==> config.mk <==
export PLATFORM = sky130hd
export DESIGN_NAME = iiitb_rc_period
export DESIGN_NICKNAME = d
export VERILOG_FILES = /design/src/rtl/iiitb_rc_pkg.sv /design/src/rtl/iiitb_rc_period.sv
export SDC_FILE = /design/constraint.sdc
export NUM_CORES = 1
export LEC_CHECK = 0
export CAP_MARGIN = 20
export CORE_MARGIN = 10
export CORE_UTILIZATION = 29
export DETAILED_ROUTE_END_ITERATION = 6
export GPL_ROUTABILITY_DRIVEN = 1
export SLEW_MARGIN = 20
export SYNTH_ARGS = -nofsm -noshare
export SYNTH_HDL_FRONTEND = slang
export SYNTH_SLANG_ARGS = --single-unit
==> constraint.sdc <==
create_clock -name clk -period 5.55 [get_ports clk]
set_input_delay 0.8325 -clock clk [delete_from_list [all_inputs] [get_ports clk]]
set_output_delay 0.8325 -clock clk [all_outputs]
set_load 0.05 [all_outputs]
==> src/rtl/iiitb_rc_pkg.sv <==
// iiitb_rc_pkg: shared types, widths and the generator feedback rule
// for the rc sequence checker.
package iiitb_rc_pkg;

  localparam int LFSR_W = 4;
  localparam int PER_W  = 5;

  localparam logic [PER_W-1:0] PER_MAX = '1;

  typedef enum logic [1:0] {
    ST_ACQ,
    ST_TRACK,
    ST_LOCK
  } rc_state_e;

  function automatic logic [LFSR_W-1:0] lfsr_next(
    input logic [LFSR_W-1:0] p
  );
    return {p[0] ^ p[1], p[3], p[2], p[1]};
  endfunction

endpackage

==> src/rtl/iiitb_rc_period.sv <==
// iiitb_rc_period: measures how many enabled samples pass before the
// sample seen at lock entry recurs; saturates and restarts at PER_MAX.
module iiitb_rc_period
  import iiitb_rc_pkg::*;
(
  input  logic              clk,
  input  logic              rst_n,
  input  logic              start,
  input  logic              run,
  input  logic [LFSR_W-1:0] sample,
  output logic [PER_W-1:0]  period,
  output logic              period_valid
);

  logic [LFSR_W-1:0] anchor_q, anchor_d;
  logic [PER_W-1:0]  cnt_q, cnt_d;
  logic [PER_W-1:0]  per_q, per_d;
  logic              vld_q, vld_d;
  logic [PER_W-1:0]  cnt_inc;

  always_comb begin
    anchor_d = anchor_q;
    cnt_d    = cnt_q;
    per_d    = per_q;
    vld_d    = 1'b0;
    cnt_inc  = cnt_q + 1'b1;
    if (start) begin
      anchor_d = sample;
      cnt_d    = '0;
    end else if (run) begin
      if (sample == anchor_q || cnt_inc == PER_MAX) begin
        per_d = cnt_inc;
        vld_d = 1'b1;
        cnt_d = '0;
      end else begin
        cnt_d = cnt_inc;
      end
    end
  end

  always_ff @(posedge clk or negedge rst_n) begin
    if (!rst_n) begin
      anchor_q <= '0;
      cnt_q    <= '0;
      per_q    <= '0;
      vld_q    <= 1'b0;
    end else begin
      anchor_q <= anchor_d;
      cnt_q    <= cnt_d;
      per_q    <= per_d;
      vld_q    <= vld_d;
    end
  end

  assign period       = per_q;
  assign period_valid = vld_q;

endmodule

* Word-level counts from Yosys, hierarchy flattened *
Index checks and enable logic that the tools add are counted.

operators by class
  mux-type cells = 6
  add/subtract/negate cells = 1
  bitwise operators = 1
  magnitude comparators = 0
  equal/unequal tests = 2
  shifts and indexed selects = 0
  div/mod/pow operators = 0
  multiply operators = 0
  reduce and logical (&&, ||, !) cells = 3

operator list
  kind                                                           number
  5-bit 2-to-1 mux                                               3
  5-bit by 1-bit adder with 5-bit output, second input constant  1
  5-bit equality test, second input constant                     1
  4-bit equality test                                            1
  1-bit 2-to-1 mux                                               3
  3-bit AND reduction                                            1
  2-bit nonzero test                                             1
  1-bit logical OR                                               1
  1-bit inverter                                                 1

storage, ports and cells
  memories = 0
  logic and storage cells = 17
  RAM bits = 0
  bits of input ports = 8
  bits in latches = 0
  output and inout bits = 6
  flip-flop bits (word level) = 15
  bits in read-only memories = 0

* Depth between registers and ports, before layout *
  depth in word-level cells = 6
  mapped depth = 5
  gate-level depth less buffers = 5

* Least setup slack after synthesis *
Ideal clock, no wire load.

  path type = input to register
  start = in sample[1]
  end = reg per_q[0], in the netlist period[0]
  setup time = 0.125 ns
  required time = 5.425 ns
  slack = 3.477 ns
  data arrival time = 1.948 ns
  stages on the path = 4
  buffers on the path = 0
  path through = xnor2_1 nand4_1 a311oi_4 mux2_2

on the way
  longest elaborated chain between the ends = 3

RTL lines
  what                           line                   RTL
  start, declared                iiitb_rc_period.sv:10  input logic [LFSR_W-1:0] sample,
  4-bit equality test            iiitb_rc_period.sv:31  if (sample == anchor_q || cnt_inc == PER_MAX) begin
  1-bit logical OR               iiitb_rc_period.sv:31
  3-bit AND reduction (no line)  --
  end signal, assigned           iiitb_rc_period.sv:50  per_q <= per_d;
  end, declared                  iiitb_rc_period.sv:17  logic [PER_W-1:0] per_q, per_d;

Every way passes these cells.
A chain may end at the register's enable or synchronous reset.

* Worst setup path in the final report *
  start = in sample[0]
  end = reg per_q[4], in the netlist period[4]

Same word-level chain as after synthesis.

==> results.txt <==
GPL Wtd Cong: 0.8349
vias in the first global route: 590
endpoints failing hold: 0
Tmin final: 2.406 ns
CTS Buf Count: 3
post-cts gate resize count: 0
H-tree depth: 1
share of cells above drive strength 1: 17.65%
setup_tns: 0 ns
final slew viol count: 0
crit path launch type: input port
# Post-CTS Setup Buffers: 0
Syn Nets: 80
Min-Delay Path Class: reg -> reg
CTS Hold Bufs: 0
initial core utilization: 31.12%
CP max stage delay: 0.50 ns
area of the mapped netlist: 792.0 sq um
routed len/inst: 13.29 um
Syn Area/Cell: 11.31 sq um
Die W: 72.26 um
gr usage total: 6.290%
die area: 0.005222 sq mm
nets: 96
DRC Markers: 0
register area share after synthesis: 47.39%
GRT Residual Overflow: 0
worst slew pin tran: 0.6709 ns
first-pass GRT wire length: 2635 um
reg2reg path depth: 5
via count: 578
Clock Latency Late Sink: 0.28 ns
Die H: 72.26 um
vias per inst: 5.026
placed wire-length estimate: 1178 um
Yosys Warn Count: 0
Worst setup endpoint: period[4]
initial antenna violation count: 0
crit path max fanout: 6
top post-synthesis cells by area: dfrtp_1 (47%), mux2_2 (11%), xnor2_1 (6.6%)
Pleak: 0.4082 nW
RSZ-0062 raised after global routing: no
Rel. slew slack: 55.13%
maximum root-to-sink buffer count: 2
reg-to-reg endpoint: period[4]
pwr/cell area: 274.9 mW/mm^2
Worst Clk Skew: 0.003669 ns
crit share post-route: 43.35%
area leader, netlist: dfrtp_1
Sink Count: 15
CP required: 5.73 ns
status: finished, final reports clean
Gate Count Post-Synth: 70
number of diodes: 0
number of iterations in the first detailed-routing pass: 4
CP bufs+invs: 1
Setup violations, final: 0
top cell type's share of synthesized area: 47.39%
Core Region: 0.002545 sq mm
pre-CTS WS: 2.823 ns
Final WS setup: 3.144 ns
io pins: 14
CP Class: in -> reg
CP Cell Sequence: clkdlybuf4s50_1, xnor2_1, nand4_1, a311oi_4, mux2_2
Worst EP arrival: 2.58 ns
Final Routed Wirelength: 1528 um
Area Overhead vs Synth: 23.22%
Overall Power: 0.2683 mW
WP depth: 5
initial drt markers: 22
IO Port Bufs: 13
FF-to-FF setup slack: 3.31 ns
Max VDD drop: 0.0002451 V
fillers: 257
floorplan row count: 18
FF+latch count, synth: 15
Clock Pin Slew Worst Setup and Hold Paths: 0.09 ns
CTS tree: built
Netlist cell types: 24
Detail Route Antenna Nets: 0
CP max-delay cell: clkdlybuf4s50_1
Root Driver: clkbuf_4
max-cap violations: 0
Critical Path Start: sample[0]
Crit. End Element: flip-flop
Max Fclk: 415.6 MHz
RR Startpoint: cnt_q[0]
Crit path max-delay family: buffers and inverters
largest net degree at the start of global routing: 16
## metal layers
layer / global-route usage [%] / wire, um / vias up
met5: 0 / 0 / -
met4: 3.871 / 25 / 0
met3: 1.497 / 64 / 4
met2: 10.20 / 731 / 12
met1: 7.273 / 707 / 279
li1: - / - / 283
## cell usage after synthesis
library cell and count:
dfrtp_1 15, mux2_2 8, xnor2_1 6, a21oi_1 5, nand2_1 5, nand4_1 5
and2_1 2, ha_1 2, inv_1 2, nand3_1 2, nor2_1 2, nor2b_1 2
nor3_1 2, o2111ai_1 2, a21boi_1 1, a21o_1 1, a311oi_4 1, and3b_1 1
buf_4 1, clkbuf_1 1, clkinv_1 1, mux2i_1 1, o2111ai_2 1, or2_2 1
## stage by stage
step	hold WS (ns)	area [sq um]	instances	util, %
after floorplan	0.5024	792.0	70	-
after global placement	0.4944	948.4	111	37.27
after detailed placement	0.4964	948.4	111	37.27
after CTS	0.5175	975.9	115	38.35
after global routing	0.5454	975.9	115	38.35
final	0.5099	975.9	115	38.35
## kinds of logic after synthesis
logic type | after synthesis | synth area share, %
muxes | 9 | 12.64
and+or+nand+nor | 22 | 14.85
AOI/OAI and AO/OA | 11 | 12.48
DFF | 15 | 47.39
adders and majority gates | 2 | 3.159
xor gates and xnor gates | 6 | 6.635
buffers and inverters | 5 | 2.843
## report_power, final
group	switching (mW)	internal, mW	total [mW]
clock network	0.0350	0.0268	0.0617
registers	0.00778	0.121	0.129
logic	0.0466	0.0309	0.0776
total	0.0894	0.179	0.268
## sequential cells by signal (all words and copies together), names as in the netlist
name / flops
period_valid: 1
anchor_q: 4
period: 5
cnt_q: 5
## worst min path at each step
stage                     start           to  slack [ns]  depth (start not counted)
floorplan           anchor_q[0]  anchor_q[0]        0.50                          1
global placement      period[0]    period[0]        0.49                          1
detailed placement    period[3]    period[3]        0.50                          1
CTS                   period[3]    period[3]        0.52                          1
global route          period[3]    period[3]        0.55                          1
finish                period[3]    period[3]        0.51                          1
## layout by cell type (no fill, tap or decap)
master / count
clkbuf_4: 3
dfrtp_1: 15
inv_1: 2
and3b_1: 1
nor2_1: 2
o2111ai_2: 1
o2111ai_1: 2
ha_1: 2
mux2_2: 8
a21boi_1: 1
nor3_1: 2
clkinv_1: 1
and2_1: 2
clkdlybuf4s50_1: 13
a21o_1: 1
nor2b_1: 2
a311oi_4: 1
xnor2_1: 6
nand4_1: 5
or2_2: 1
nand2_1: 5
a21oi_1: 5
clkinv_2: 1
mux2i_1: 1
nand3_1: 2
## worst reg2reg max path, cell delays in order (launching register included)
cell	delay, ns
dfrtp_1	0.49
ha_1	0.23
nor2b_1	0.21
nand4_1	0.31
a311oi_4	0.50
mux2_2	0.38
## cell type report
cell class,instances,area [sq um],area share [%]
inverters,3,11.26,1.154
well taps,30,37.54,3.846
clock buffers,3,22.52,2.308
clock inverters,1,5.005,0.5128
repair buffers,13,130.1,13.33
flip-flops and latches,15,375.4,38.46
multi-input cells,50,394.1,40.38
Note: power is estimated with default switching activity, not from simulation.
